$ cat src/rtl/safe_pkg.sv
// Shared types and widths for the digital safe: FSM state encoding plus
// digit/code geometry used by the lock controller and the display layer.
package safe_pkg;

    localparam int STATE_W       = 3;
    localparam int SAFE_DIGIT_W  = 4;
    localparam int SAFE_CODE_LEN = 4;
    localparam int SAFE_CODE_W   = SAFE_CODE_LEN * SAFE_DIGIT_W;

    typedef enum logic [STATE_W-1:0] {
        ST_ENTRY    = 3'd0,
        ST_CHECK    = 3'd1,
        ST_UNLOCKED = 3'd2,
        ST_SET_CODE = 3'd3,
        ST_LOCKOUT  = 3'd4
    } state_e;

endpackage

$ cat src/rtl/lockout_timer.sv
// Lockout interval timer: restarts from zero on start and pulses done for one
// cycle after LOCKOUT_CYCLES counting cycles have elapsed.
module lockout_timer #(
    parameter int LOCKOUT_CYCLES = 50_000_000
) (
    input  logic clk,
    input  logic sys_reset_n,
    input  logic start,
    output logic done
);

    localparam int CNT_W = (LOCKOUT_CYCLES > 1) ? $clog2(LOCKOUT_CYCLES) : 1;
    localparam logic [CNT_W-1:0] LAST = CNT_W'(LOCKOUT_CYCLES - 1);

    logic [CNT_W-1:0] count_r;
    logic             running_r;

    // Count register; done is registered so the FSM leaves one cycle after the last count.
    always_ff @(posedge clk) begin
        if (!sys_reset_n) begin
            count_r   <= {CNT_W{1'b0}};
            running_r <= 1'b0;
            done      <= 1'b0;
        end else begin
            done <= 1'b0;
            if (start) begin
                count_r   <= {CNT_W{1'b0}};
                running_r <= 1'b1;
            end else if (running_r) begin
                if (count_r == LAST) begin
                    running_r <= 1'b0;
                    done      <= 1'b1;
                end else begin
                    count_r <= count_r + CNT_W'(1);
                end
            end else begin
                count_r <= count_r;
            end
        end
    end

endmodule

$ cat src/rtl/safe_lock_controller.sv
// Digital safe sequencer: digit buffering, code compare, attempt counting,
// lockout and re-programming of the stored code while unlocked.
module safe_lock_controller
    import safe_pkg::*;
#(
    parameter int CODE_LEN       = SAFE_CODE_LEN,
    parameter int DIGIT_W        = SAFE_DIGIT_W,
    parameter int MAX_ATTEMPTS   = 3,
    parameter int LOCKOUT_CYCLES = 50_000_000,
    parameter logic [CODE_LEN*DIGIT_W-1:0] DEFAULT_CODE = {(CODE_LEN*DIGIT_W){1'b0}}
) (
    input  logic                              clk,
    input  logic                              sys_reset_n,
    input  logic                              store_digit_pulse,
    input  logic [DIGIT_W-1:0]                digit_in,
    input  logic                              confirm_pulse,
    input  logic                              clear_pulse,
    input  logic                              lock_pulse,
    input  logic                              set_code_pulse,
    output logic                              enable_entry,
    output logic                              unlocked,
    output logic                              alarm,
    output logic [$clog2(CODE_LEN+1)-1:0]     digit_count,
    output logic [$clog2(MAX_ATTEMPTS+1)-1:0] attempts_left,
    output logic [STATE_W-1:0]                state_code
);

    localparam int CODE_W = CODE_LEN * DIGIT_W;
    localparam int CNT_W  = $clog2(CODE_LEN + 1);
    localparam int ATT_W  = $clog2(MAX_ATTEMPTS + 1);
    localparam logic [CNT_W-1:0] FULL    = CNT_W'(CODE_LEN);
    localparam logic [ATT_W-1:0] ATT_MAX = ATT_W'(MAX_ATTEMPTS);

    state_e            state_r, state_s;
    logic [CODE_W-1:0] buf_r, buf_s;
    logic [CODE_W-1:0] code_r, code_s;
    logic [CNT_W-1:0]  cnt_r, cnt_s;
    logic [ATT_W-1:0]  att_r, att_s;
    logic              start_s;
    logic              done_s;
    logic              match_s;

    lockout_timer #(
        .LOCKOUT_CYCLES(LOCKOUT_CYCLES)
    ) u_lockout_timer (
        .clk         (clk),
        .sys_reset_n (sys_reset_n),
        .start       (start_s),
        .done        (done_s)
    );

    // An incomplete buffer never matches, even if its zero padding equals the code.
    assign match_s = (cnt_r == FULL) && (buf_r == code_r);

    // Next-state, buffer, stored-code and attempt-counter logic.
    always_comb begin
        state_s = state_r;
        buf_s   = buf_r;
        code_s  = code_r;
        cnt_s   = cnt_r;
        att_s   = att_r;
        start_s = 1'b0;
        case (state_r)
            ST_ENTRY, ST_SET_CODE: begin
                if (clear_pulse) begin
                    buf_s = {CODE_W{1'b0}};
                    cnt_s = {CNT_W{1'b0}};
                end else if (confirm_pulse) begin
                    if (state_r == ST_ENTRY) begin
                        state_s = ST_CHECK;
                    end else begin
                        if (cnt_r == FULL) begin
                            code_s = buf_r;
                        end else begin
                            code_s = code_r;
                        end
                        buf_s   = {CODE_W{1'b0}};
                        cnt_s   = {CNT_W{1'b0}};
                        state_s = ST_UNLOCKED;
                    end
                end else if (store_digit_pulse && (cnt_r < FULL)) begin
                    buf_s = (buf_r << DIGIT_W) | CODE_W'(digit_in);
                    cnt_s = cnt_r + CNT_W'(1);
                end else begin
                    buf_s = buf_r;
                end
            end
            ST_CHECK: begin
                buf_s = {CODE_W{1'b0}};
                cnt_s = {CNT_W{1'b0}};
                if (match_s) begin
                    att_s   = ATT_MAX;
                    state_s = ST_UNLOCKED;
                end else if (att_r > ATT_W'(1)) begin
                    att_s   = att_r - ATT_W'(1);
                    state_s = ST_ENTRY;
                end else begin
                    att_s   = {ATT_W{1'b0}};
                    state_s = ST_LOCKOUT;
                    start_s = 1'b1;
                end
            end
            ST_UNLOCKED: begin
                if (lock_pulse) begin
                    state_s = ST_ENTRY;
                end else if (set_code_pulse) begin
                    state_s = ST_SET_CODE;
                end else begin
                    state_s = ST_UNLOCKED;
                end
            end
            ST_LOCKOUT: begin
                if (done_s) begin
                    att_s   = ATT_MAX;
                    state_s = ST_ENTRY;
                end else begin
                    state_s = ST_LOCKOUT;
                end
            end
            default: begin
                state_s = ST_ENTRY;
                buf_s   = {CODE_W{1'b0}};
                cnt_s   = {CNT_W{1'b0}};
            end
        endcase
    end

    // State and datapath registers; flag outputs are decoded from the next state so they move with it.
    always_ff @(posedge clk) begin
        if (!sys_reset_n) begin
            state_r      <= ST_ENTRY;
            buf_r        <= {CODE_W{1'b0}};
            code_r       <= DEFAULT_CODE;
            cnt_r        <= {CNT_W{1'b0}};
            att_r        <= ATT_MAX;
            enable_entry <= 1'b1;
            unlocked     <= 1'b0;
            alarm        <= 1'b0;
        end else begin
            state_r      <= state_s;
            buf_r        <= buf_s;
            code_r       <= code_s;
            cnt_r        <= cnt_s;
            att_r        <= att_s;
            enable_entry <= (state_s == ST_ENTRY) || (state_s == ST_SET_CODE);
            unlocked     <= (state_s == ST_UNLOCKED) || (state_s == ST_SET_CODE);
            alarm        <= (state_s == ST_LOCKOUT);
        end
    end

    assign digit_count   = cnt_r;
    assign attempts_left = att_r;
    assign state_code    = state_r;

endmodule
$ cat config.mk
export PLATFORM = sky130hd
export DESIGN_NAME = safe_lock_controller
export DESIGN_NICKNAME = d
export VERILOG_FILES = /design/src/rtl/safe_pkg.sv /design/src/rtl/lockout_timer.sv /design/src/rtl/safe_lock_controller.sv
export SDC_FILE = /design/constraint.sdc
export NUM_CORES = 1
export LEC_CHECK = 0
export ABC_CLOCK_PERIOD_IN_PS = 1900
export CAP_MARGIN = 20
export CORE_ASPECT_RATIO = 0.8
export CORE_MARGIN = 2
export CORE_UTILIZATION = 30
export DETAILED_ROUTE_END_ITERATION = 7
export SLEW_MARGIN = 25
export SYNTH_ARGS = -nofsm -noshare
export SYNTH_HDL_FRONTEND = slang
export SYNTH_SLANG_ARGS = --single-unit
$ cat constraint.sdc
create_clock -name clk -period 1.9 [get_ports clk]
set_input_delay 0.475 -clock clk [delete_from_list [all_inputs] [get_ports clk]]
set_output_delay 0.475 -clock clk [all_outputs]
set_load 0.03 [all_outputs]
* After elaboration in Yosys (flattened, before gate mapping)
Index checks and enable logic that the tools add are counted.
** Cells by class
- Equality and inequality tests :: 13
- Bitwise operators :: 7
- $add $sub $neg :: 3
- Order comparisons :: 2
- Multiplexer cells :: 30
- Reduce and logical (&&, ||, !) cells :: 15
** Operator list (count)
- $mux 16 :: 4
- $pmux 16 s2 :: 1
- $mux 3 :: 9
- $add 26x1->26 const B :: 1
- $eq 26x26->1 const B :: 1
- $eq 16x16->1 :: 1
- $or 16x4->16 :: 1
- $eq 3x2->1 const B :: 4
- $pmux 3 s4 :: 1
- $mux 2 :: 5
- $eq 3x3->1 const B :: 3
- $mux 1 :: 8
- $ne 4x4->1 const B :: 2
- $logic_not 3->1 :: 2
- $not 1->1 :: 6
- $pmux 3 s2 :: 1
- $reduce_or 2->1 :: 3
- $reduce_and 5->1 :: 1
- $pmux 2 s2 :: 1
- $reduce_and 2->1 :: 2
- $add 3x1->3 const B :: 1
- $eq 3x1->1 const B :: 1
- $lt 3x3->1 const B :: 1
- $reduce_and 3->1 :: 1
- 7 further kinds :: 9
** Storage, ports and cells
- Flip-flop bits (word level) :: 71
- Output and inout bits :: 11
- Logic and storage cells :: 81

* Longest topological paths before layout
Gate-level depths: netlist of the first run.
- Depth in word-level cells :: 7
- Mapped depth :: 9
- Depth with buffers taken out :: 8

* Hierarchy
From an unflattened synthesis of the first run, not the netlist that was laid out.
** Second synthesis, totals
- Cells, all modules :: 351
- Area total of the unflattened synthesis :: 3384.5 um^2
** By module, submodules not included
- safe_lock_controller :: sequential area each 860.8 um^2, cells each 195, instances 1, area an instance 2003.2 um^2
- lockout_timer :: sequential area each 560.5 um^2, cells each 156, instances 1, area an instance 1381.3 um^2

* Worst setup path before layout of the first run
No wires, ideal clock.
- Path type :: flip-flop to flip-flop
- Start :: reg cnt_r[0], in the netlist digit_count[0]
- End :: reg u_lockout_timer.count_r[5]
- Stages on the path, launching flop included :: 10
- Buffers on the path :: 1
- Arrival time :: 2153 ps
- Clock period less this slack :: 2267 ps
- Setup time :: 115 ps
- Required time :: 1785 ps
- Slack :: -367 ps
- Cell sequence :: dfxtp_1 > inv_1 > ha_1 > and2_1 > a21boi_0 > nand3_1 > nor3_4 > o41ai_2 > buf_6 > nor2_1
** Between the ends
- Cells in the longest elaborated chain, start to end :: 5
** RTL lines
- from (decl) :: line safe_lock_controller.sv:37 : logic [CNT_W-1:0] cnt_r, cnt_s;
- from (signal assigned) :: line safe_lock_controller.sv:134 : cnt_r <= {CNT_W{1'b0}};
- from (signal assigned) :: line safe_lock_controller.sv:143 : cnt_r <= cnt_s;
- $eq 3x3->1 :: line safe_lock_controller.sv:53 : assign match_s = (cnt_r == FULL) && (buf_r == code_r);
- $logic_and 1x1->1 :: line safe_lock_controller.sv:53
- $mux 1 :: line safe_lock_controller.sv:91 : if (match_s) begin
- $mux 1 :: line safe_lock_controller.sv:63 : case (state_r)
- $reduce_or 2->1 (no line)
- to (signal assigned) :: line lockout_timer.sv:27 : count_r <= {CNT_W{1'b0}};
- to (signal assigned) :: line lockout_timer.sv:34 : count_r <= count_r + CNT_W'(1);
- to (signal assigned) :: line lockout_timer.sv:37 : count_r <= count_r;
- to (decl) :: line lockout_timer.sv:15 : logic [CNT_W-1:0] count_r;
No other way between the ends.
A chain may end at the register's enable or synchronous reset.

* Worst setup path in the final report of the first run
- Start :: reg code_r[14]
- End :: reg u_lockout_timer.count_r[9]
** Between the ends
- Cells in the longest elaborated chain, start to end :: 5
** RTL lines
- from (decl) :: line safe_lock_controller.sv:36 : logic [CODE_W-1:0] code_r, code_s;
- from (signal assigned) :: line safe_lock_controller.sv:142 : code_r <= code_s;
- $eq 16x16->1 :: line safe_lock_controller.sv:53
- $logic_and 1x1->1 :: line safe_lock_controller.sv:53
- $mux 1 :: line safe_lock_controller.sv:91
- $mux 1 :: line safe_lock_controller.sv:63
- $reduce_or 2->1 (no line)
No other way between the ends.

==> flow_metrics.py, run 1 <==
metrics = {
    "layout": {
        "antenna_cells": 0,
        "area_delta_synth_final_pct": 43.2,
        "drive_above_1_share_pct": 27.9,
        "final_cell_mix": "dfxtp_1 (60), buf_4 (48), nand2_1 (44), nor2_1 (40), a21boi_0 (18)",
        "mostFrequentLayoutCell": "dfxtp_1",
        "finalInstanceArea_um2": 4590,
        "instances_no_fill": 584,
        "final_nets": 453,
    },
    "die": {
        "row_count": 33,
        "initial_core_util_pct": 31.0,
        "die-area_um2": 11500,
        "core_area_um2": 10300,
        "die_w_um": 120,
        "ios": 22,
        "die_y_um": 96.4,
    },
    "detailed_routing": {
        "drc": 0,
        "vias_per_cell": 4.65,
        "vias": 2715,
        "wl_um": 7250,
        "wire_per_inst_um": 12.4,
        "first_iter_violations": 168,
        "drt_first_pass_iters": 4,
        "postRouteAntennaNets": 0,
    },
    "sta": {
        "period_needed_ns": 1.98,
        "maxSlewViolCount": 0,
        "finalHoldViolations": 0,
        "fmax_ghz": 0.505,
        "rsz0062_at_grt": "yes",
        "setup_ws_ns": -0.0794,
        "fin_skew_ns": 0.00765,
        "tightest_slew_ns": 0.476,
        "fin_crit_sh_pct": 104,
        "setup_viol": 29,
        "relSlewSlack_pct": 68.0,
        "setup-tns-final_ns": -1.54,
    },
    "clock_network": {
        "cts_root_buf": "clkbuf_16",
        "numCtsBuffers": 9,
        "cts_sinks": 71,
        "ctsHoldBuffers": 0,
        "htreeDepth": 3,
        "insertion_delay_ns": 0.33,
        "clockBufferDepth": 2,
        "cts_tree": "done",
        "path_clk_slew_ns": 0.06,
    },
    "synthesis": {
        "synth_async_sr_flop_share_pct": 0,
        "seq_area_frac_synth_pct": 44.4,
        "syn_avg_cell_area_um2": 8.87,
        "ys_warn_count": 0,
        "syn_area_um2": 3200,
        "yosys-top-cells-area": "dfxtp_1 (44%), nor2_1 (6.6%), xnor2_1 (5.2%)",
        "syn_nets": 375,
        "ys.flop_type": "dfxtp_1",
        "synth_seq_cells": 71,
        "synth_top_cell_by_area": "dfxtp_1",
        "synth_top_cell_area_share_pct": 44.4,
        "syn_inst": 361,
        "ys_types": 50,
        "synth_edf_count": 0,
    },
    "critical_path": {
        "cp-startpoint": "code_r[14]$_SDFFE_PN0P_",
        "cp.required_ns": 2.16,
        "crit_chain": "xnor2_2, nand4_1, or4_4, nor3_4, buf_6, o41ai_4, buf_6, clkbuf_16, nor2_1",
        "startpoint_type": "flip-flop",
        "critPathMostFrequentCell": "buf_6",
        "path_max_fanout": 8,
        "arrival_ns": 2.24,
        "r2r_start": "code_r[14]$_SDFFE_PN0P_",
        "critPathKind": "reg -> reg",
        "cpMaxStageDelayCell": "or4_4",
        "critPathCaptureType": "flip-flop",
        "critPathMaxStageDelay_ns": 0.51,
    },
    "global_routing": {
        "antenna_found_initial": 0,
        "track_usage_pct": 13.1,
        "grt_overflow": 0,
        "grt_pass1_wl_um": 12000,
        "grt_pass1_vias": 2615,
        "grt_max_degree": 29,
    },
    "placed_design": {
        "io_buffers": 21,
        "dpl-instance-area_um2": 4010,
        "gp_congestion": 0.795,
        "place_ws_ns": -0.234,
        "post-dp-hpwl_um": 4750,
        "dp_cells": 561,
    },
    "power_and_ir_drop": {
        "peakVddDrop_v": 0.000481,
        "cellLeakagePower_nw": 1.76,
        "p_per_area_nw_per_um2": 769,
    },
    "hold_path": {
        "hold_start": "code_r[7]$_SDFFE_PN0P_",
        "hp-class": "reg -> reg",
    },
    "outcome": {
        "violations": "negative setup slack",
        "status": "complete, but fails checks",
    },
    "flow_run": {
        "cap_violations": 0,
    },
}
## final cells by class
cell class | count | area (um2)
clock inverter | 5 | 81.3
inverter | 12 | 45.0
tap | 140 | 175
fill | 976 | 5740
sequential | 71 | 1440
multi-input combinational | 265 | 1820
clock buffer | 11 | 243
timing repair buffer | 80 | 790
## cell families after synthesis
family,Yosys count,share of synthesized area (%)
AND/OR/NAND/NOR,161,24.6
multiplexers,14,4.37
AO/OA/AOI/OAI,51,12.1
adder cells (fa/ha/maj),3,1.17
flip-flops,71,44.4
XOR/XNOR,36,9.84
buffers and inverters,25,3.48
## power by group
group	leakage (nW)	switching [W]	internal [W]
Combinational	1.03	0.000103	0.000121
Sequential	0.578	0.00000865	0.00150
Clock	0.156	0.000612	0.00118
Total	1.76	0.000724	0.00280
## metal layers
| layer | share of wire [%] | vias to the layer above | GRT usage [%] |
|---|---|---|---|
| met5 | 0 | - | 0 |
| met4 | 1.2 | 0 | 5.00 |
| met3 | 4.5 | 5 | 3.46 |
| met2 | 45 | 42 | 21.1 |
| met1 | 50 | 1277 | 17.1 |
| li1 | - | 1391 | - |
## state kept, by name (all words and copies together), names as in the netlist
name and cells:
attempts_left 2, u_lockout_timer.count_r 26, buf_r 16, code_r 16
digit_count 3, alarm 1, state_code 3, u_lockout_timer.done 1
unlocked 1, enable_entry 1, u_lockout_timer.running_r 1
## stage by stage
stage / hold WS (ns) / power, W / util [%]
floorplan: 0.441 / 0.00164 / -
global placement: 0.450 / 0.00173 / 38.8
detailed placement: 0.461 / 0.00173 / 38.8
CTS: 0.470 / 0.00353 / 42.3
global route: 0.494 / 0.00365 / 44.4
finish: 0.465 / 0.00353 / 44.4
## worst max-delay path: cells and delay by family (launching register included)
kind / cells / cell delay (ns)
xor+xnor: 1 / 0.15
buf+inv: 3 / 0.45
compound gates: 1 / 0.07
flops: 1 / 0.33
simple gates: 4 / 0.91
## path summary, 6_finish.rpt
kind | cells after the start | to | slack (ns)
worst max-delay path | 9 | u_lockout_timer.count_r[9]$_SDFFE_PP0P_ | -0.08
worst min-delay path | 2 | code_r[7]$_SDFFE_PN0P_ | 0.47
worst max register to register | 9 | u_lockout_timer.count_r[9]$_SDFFE_PP0P_ | -0.08
worst min register to register | 2 | code_r[7]$_SDFFE_PN0P_ | 0.47
## Yosys cell counts, types with 2 or more instances
library cell	n
nand2b_1	6
and2_1	6
nor2b_1	4
buf_2	2
nor3b_1	2
o41ai_2	2
inv_1	12
o31ai_1	2
xnor2_1	19
and3_1	5
ha_1	3
xor2_1	17
o22ai_1	2
a21boi_0	19
and4_1	5
clkbuf_1	9
mux2i_1	14
buf_6	2
o21ai_0	2
o21a_1	2
dfxtp_1	71
nor3_1	3
a21oi_1	8
nand3_1	10
nor2_1	56
nand4_1	11
nand2_1	44
## what timing repair did
item / CTS / global route
resized for setup: 15 / 39
setup endpoints to repair: 38 / 39
pin swaps: 8 / 16
buffers inserted: 0 / 5
gates cloned: 0 / 3
Power figures use the tool's default switching activity.
==> inputs of run 2 (changes only) <==
--- a/config.mk
+++ b/config.mk
@@ -7,7 +7,6 @@
 export LEC_CHECK = 0
 export ABC_CLOCK_PERIOD_IN_PS = 1900
 export CAP_MARGIN = 20
-export CORE_ASPECT_RATIO = 0.8
 export CORE_MARGIN = 2
 export CORE_UTILIZATION = 30
 export DETAILED_ROUTE_END_ITERATION = 7
==> run 2 against run 1 <==
Net effect: the run still ends with negative setup slack left; final area decreased by 1.2%; worst setup slack got worse by 0.094 ns; first-iteration DRC count decreased by 24%; clock skew increased by 0.0054 ns; die area about the same; critical endpoint is now u_lockout_timer.count_r[12]$_SDFFE_PP0P_.
==> flow_metrics.py, run 2 (synthesis gave the netlist of run 1 again) <==
metrics = {
    "sta": {
        "finalHoldViolations": 0,
        "tightest_slew_ns": 0.488,
        "maxSlewViolCount": 0,
        "holdWs_ns": 0.465,
        "fmax_ghz": 0.482,
        "fin_crit_sh_pct": 109,
        "period_needed_ns": 2.07,
        "relSlewSlack_pct": 67.2,
        "setup_ws_ns": -0.173,
        "setup_viol": 30,
        "fin_skew_ns": 0.0131,
        "rsz0062_at_grt": "yes",
    },
    "detailed_routing": {
        "wl_um": 7280,
        "vias": 2734,
        "first_iter_violations": 128,
        "wire_per_inst_um": 12.6,
        "vias_per_cell": 4.75,
        "drc": 0,
        "postRouteAntennaNets": 0,
        "drt_first_pass_iters": 5,
    },
    "die": {
        "ios": 22,
        "row_count": 37,
        "core_area_um2": 10300,
        "die-area_um2": 11500,
        "initial_core_util_pct": 31.0,
        "die_w_um": 107,
        "die_y_um": 107,
    },
    "global_routing": {
        "antenna_found_initial": 0,
        "grt_pass1_vias": 2639,
        "track_usage_pct": 13.1,
        "grt_overflow": 0,
        "grt_max_degree": 25,
        "grt_pass1_wl_um": 12000,
    },
    "power_and_ir_drop": {
        "cellLeakagePower_nw": 1.69,
        "peakVddDrop_v": 0.000460,
        "swShare_pct": 22.0,
        "p_per_area_nw_per_um2": 705,
        "power.switching_w": 0.000701,
        "p_seq_share_pct": 47.2,
        "clkPwrFrac_pct": 45.7,
        "intPower_w": 0.00249,
        "combPwrFrac_pct": 7.2,
    },
    "hold_path": {
        "hold_start": "code_r[2]$_SDFFE_PN0P_",
        "hp-class": "reg -> reg",
    },
    "critical_path": {
        "critPathCaptureType": "flip-flop",
        "crit_chain": "xnor2_1, o221ai_1, or4_4, nor3_4, buf_6, o41ai_4, clkbuf_16, buf_12, nor2_4",
        "critPathMaxStageDelay_ns": 0.56,
        "cpMaxStageDelayCell": "or4_4",
        "startpoint_type": "flip-flop",
        "path_max_fanout": 8,
        "cp-startpoint": "code_r[5]$_SDFFE_PN0P_",
        "arrival_ns": 2.36,
        "r2r_start": "code_r[5]$_SDFFE_PN0P_",
        "critPathKind": "reg -> reg",
        "cp.required_ns": 2.18,
    },
    "flow_run": {
        "cap_violations": 0,
    },
    "layout": {
        "top_regs": "u_lockout_timer.count_r: 26 flops, buf_r: 16 flops, code_r: 16 flops",
        "final_cell_mix": "dfxtp_1 (67), buf_4 (45), nand2_1 (44), nor2_1 (33), nor2_4 (21)",
        "n_fill_cell": 981,
        "area_delta_synth_final_pct": 41.4,
        "final_nets": 449,
        "drive_above_1_share_pct": 25.5,
        "regMostFlops": "u_lockout_timer.count_r",
        "antenna_cells": 0,
        "utilization_pct": 43.9,
        "mostFrequentLayoutCell": "dfxtp_1",
        "largest_reg_flops": 26,
    },
    "clock_network": {
        "numCtsBuffers": 9,
        "cts_sinks": 71,
        "htreeDepth": 3,
        "path_clk_slew_ns": 0.07,
        "clockBufferDepth": 2,
        "cts_tree": "done",
        "cts_root_buf": "clkbuf_8",
        "ctsHoldBuffers": 0,
        "insertion_delay_ns": 0.35,
    },
    "outcome": {
        "violations": "negative setup slack",
        "status": "complete, but fails checks",
    },
    "placed_design": {
        "io_buffers": 21,
        "post-dp-hpwl_um": 4780,
        "gp_congestion": 0.777,
    },
}
==> run 2: cell types whose count changed in the layout (fill, tap and decap cells not counted), moves of 7 or more <==
| cell | change |
|---|---|
| nor2_4 | +20 |
| nor2_2 | -13 |
| clkbuf_16 | -8 |
| clkbuf_8 | +8 |
| dfxtp_1 | +7 |
| dfxtp_2 | -7 |
| nor2_1 | -7 |
==> run 2: worst paths after layout <==
check	endpoint	slack (ns)	depth (start not counted)
setup / recovery	u_lockout_timer.count_r[12]$_SDFFE_PP0P_	-0.17	9
hold reg to reg	code_r[2]$_SDFFE_PN0P_	0.46	2
hold / removal	code_r[2]$_SDFFE_PN0P_	0.46	2
setup reg to reg	u_lockout_timer.count_r[12]$_SDFFE_PP0P_	-0.17	9
==> run 2: through the flow <==
stage	cells	TNS [ns]	setup WS (ns)	total power [W]	area (um2)
after floorplan	361	-0.322	-0.0257	0.00164	3220
after CTS	573	-3.11	-0.138	0.00322	4350
final	576	-4.00	-0.173	0.00319	4530
after detailed placement	554	-7.27	-0.179	0.00173	3970
after global routing	576	-7.30	-0.270	0.00333	4530
after global placement	554	-4.98	-0.152	0.00173	3970
==> run 2: critical path, delay by kind of cell, from the launching register on <==
kind                      cells  cell delay [ns]
and+or+nand+nor               3             0.84
buffers and inverters         3             0.50
DFF                           1             0.33
AOI/OAI and AO/OA             2             0.20
xor gates and xnor gates      1             0.14
==> run 2: cell type report <==
type | instances | area, um2 | area share, %
multi-input combinational | 265 | 1890 | 41.7
tap | 136 | 170 | 3.76
inverter | 12 | 45.0 | 0.994
sequential | 71 | 1430 | 31.5
clock buffer | 9 | 124 | 2.73
clock inverter | 7 | 121 | 2.68
timing repair buffer | 76 | 754 | 16.7
==> run 2: power by group through the flow <==
stage                     clock network [W]  registers (W)  logic [W]
after global placement                    0        0.00154   0.000189
final                               0.00146        0.00151   0.000229
after global routing                0.00157        0.00151   0.000244
after detailed placement                  0        0.00154   0.000190
after CTS                           0.00150        0.00150   0.000210
after floorplan                           0        0.00155  0.0000913
==> run 2: timing repair <==
item / in CTS / in global routing
endpoints found under the hold margin: 0 / 0
pin swaps: 20 / 4
gates resized for setup: 32 / 35
endpoints found under the setup margin: 36 / 36
buffers inserted: 2 / 2
cloned: 1 / 1
==> run 2: routing by layer <==
layer | part of all wire, % | track usage (%) | vias up
li1 | - | - | 1389
met2 | 50 | 21.8 | 41
met3 | 3.8 | 4.06 | 9
met4 | 1.1 | 4.58 | 0
met5 | 0 | 0 | -
met1 | 45 | 16.0 | 1295
==> inputs of run 3 (changes only) <==
--- a/config.mk
+++ b/config.mk
@@ -7,7 +7,7 @@
 export LEC_CHECK = 0
 export ABC_CLOCK_PERIOD_IN_PS = 1900
 export CAP_MARGIN = 20
-export CORE_MARGIN = 2
+export CORE_MARGIN = 1
 export CORE_UTILIZATION = 30
 export DETAILED_ROUTE_END_ITERATION = 7
 export SLEW_MARGIN = 25
==> run 3 against run 2 <==
Net effect: the run still ends with negative setup slack left; sequential power hardly changed; largest cell class unchanged; critical endpoint is now u_lockout_timer.count_r[3]$_SDFFE_PP0P_; clock-buffer cell count is 1 higher; via count is 1.2% lower; hold slack better by 0.0014 ns; clock power is 21% lower.
==> flow_metrics.py, run 3 (synthesis gave the netlist of run 1 again) <==
metrics = {
    "placed_design": {
        "post-dp-hpwl_um": 4770,
        "dpl-instance-area_um2": 3970,
        "gp_congestion": 0.786,
        "io_buffers": 21,
    },
    "critical_path": {
        "critical-path-top-delay-family": "simple AND/OR/NAND/NOR gates",
        "critPathMaxStageDelay_ns": 0.56,
        "crit_chain": "xnor2_1, o221ai_1, or4_4, nor3_4, buf_6, o41ai_4, buf_6, clkbuf_16, nor2_2",
        "startpoint_type": "flip-flop",
        "critPathCaptureType": "flip-flop",
        "path_max_fanout": 7,
        "path_buf_inv": 3,
        "cp.required_ns": 2.19,
        "critPathKind": "reg -> reg",
        "arrival_ns": 2.29,
        "critPathMostFrequentCell": "buf_6",
        "cpMaxStageDelayCell": "or4_4",
    },
    "clock_network": {
        "cts_root_buf": "clkbuf_8",
        "path_clk_slew_ns": 0.08,
        "cts_tree": "done",
        "numCtsBuffers": 9,
        "htreeDepth": 3,
        "clockBufferDepth": 2,
        "cts_sinks": 71,
        "insertion_delay_ns": 0.34,
        "ctsHoldBuffers": 0,
    },
    "layout": {
        "final_nets": 449,
        "drive_above_1_share_pct": 22.5,
        "utilization_pct": 41.6,
        "area_delta_synth_final_pct": 34.1,
        "regMostFlops": "u_lockout_timer.count_r",
        "mostFrequentLayoutCell": "dfxtp_1",
        "finalInstanceArea_um2": 4300,
        "top_regs": "u_lockout_timer.count_r: 26 flops, buf_r: 16 flops, code_r: 16 flops",
        "multiInputGateArea_um2": 1760,
        "final_cell_mix": "dfxtp_1 (67), buf_4 (47), nand2_1 (44), nor2_1 (41), xnor2_1 (19)",
        "antenna_cells": 0,
        "largest_reg_flops": 26,
        "seq_area_um2": 1430,
        "n_fill_cell": 1028,
    },
    "global_routing": {
        "grt_pass1_vias": 2658,
        "grt_max_degree": 25,
        "grt_overflow": 0,
        "track_usage_pct": 13.5,
        "antenna_found_initial": 0,
        "grt_pass1_wl_um": 12000,
    },
    "detailed_routing": {
        "first_iter_violations": 83,
        "drc": 0,
        "wl_um": 6960,
        "drt_first_pass_iters": 4,
        "wire_per_inst_um": 12.1,
        "vias_per_cell": 4.69,
        "vias": 2702,
        "postRouteAntennaNets": 0,
    },
    "sta": {
        "maxSlewViolCount": 0,
        "tightest_slew_ns": 0.457,
        "fin_crit_sh_pct": 105,
        "fin_skew_ns": 0.0111,
        "fmax_ghz": 0.500,
        "relSlewSlack_pct": 69.3,
        "rsz0062_at_grt": "yes",
        "finalHoldViolations": 0,
        "setup_ws_ns": -0.101,
        "setup_viol": 29,
        "period_needed_ns": 2.00,
    },
    "die": {
        "row_count": 37,
        "initial_core_util_pct": 31.0,
        "die_y_um": 105,
        "die-area_um2": 11100,
        "ios": 22,
        "core_area_um2": 10300,
        "die_w_um": 105,
    },
    "hold_path": {
        "hp-class": "reg -> reg",
    },
    "outcome": {
        "violations": "negative setup slack",
        "status": "complete, but fails checks",
    },
    "power_and_ir_drop": {
        "peakVddDrop_v": 0.000323,
        "cellLeakagePower_nw": 1.62,
        "p_per_area_nw_per_um2": 666,
    },
    "flow_run": {
        "cap_violations": 0,
    },
}
## run 3: changes by cell type in the layout (fill, tap and decap cells not counted), moves of 2 or more
| cell | delta |
|---|---|
| clkbuf_16 | -3 |
| nor2_4 | -16 |
| nor2_1 | +8 |
| clkinv_2 | +2 |
| buf_4 | +2 |
| bufinv_16 | -2 |
| nor2_2 | +8 |
| clkinv_4 | -2 |
## run 3: path summary, 6_finish.rpt
kind / from / end / slack (ns) / cells after the start
worst max register to register: buf_r[5]$_SDFFE_PN0P_ / u_lockout_timer.count_r[3]$_SDFFE_PP0P_ / -0.10 / 9
worst max-delay path: buf_r[5]$_SDFFE_PN0P_ / u_lockout_timer.count_r[3]$_SDFFE_PP0P_ / -0.10 / 9
worst min-delay path: code_r[2]$_SDFFE_PN0P_ / code_r[2]$_SDFFE_PN0P_ / 0.47 / 2
worst min register to register: code_r[2]$_SDFFE_PN0P_ / code_r[2]$_SDFFE_PN0P_ / 0.47 / 2
## run 3: through the flow
stage | setup slack [ns] | hold slack, ns | instances | TNS [ns] | total power, W
2_1_floorplan | -0.0257 | 0.441 | 361 | -0.322 | 0.00164
3_3_place_gp | -0.159 | 0.450 | 555 | -6.45 | 0.00173
3_5_place_dp | -0.165 | 0.460 | 555 | -7.05 | 0.00173
4_1_cts | -0.116 | 0.470 | 574 | -2.15 | 0.00290
5_1_grt | -0.210 | 0.490 | 576 | -5.51 | 0.00299
6_report | -0.101 | 0.466 | 576 | -2.03 | 0.00286
## run 3: repair_timing
action	in CTS	in global routing
pin swaps	6	1
buffers inserted	3	1
endpoints found under the hold margin	0	0
cloned	0	1
endpoints found under the setup margin	36	35
gates resized for setup	13	22
## run 3: area by class of cell
type	instances	area share, %
Inverter	12	1.05
Multi-Input combinational cell	265	41.1
Timing Repair Buffer	76	16.3
Tap cell	136	3.96
Clock inverter	6	1.43
Sequential cell	71	33.2
Clock buffer	10	2.97
## run 3: worst min-delay path: cells and delay by family, from the launching register on
| kind | cells | cell delay [ns] |
|---|---|---|
| AO/OA/AOI/OAI | 1 | 0.06 |
| AND/OR/NAND/NOR | 1 | 0.05 |
| flip-flops | 1 | 0.31 |
## run 3: per-layer routing
layer / global-route usage [%] / share of wire (%)
met4: 4.83 / 1.2
met3: 3.53 / 2.8
met1: 16.2 / 48
met5: 0 / 0
met2: 23.1 / 48
## run 3: power breakdown
group / internal, W / switching (W) / total (W)
clock network: 0.000602 / 0.000551 / 0.00115
registers: 0.00150 / 0.00000753 / 0.00150
logic: 0.000105 / 0.0000996 / 0.000204
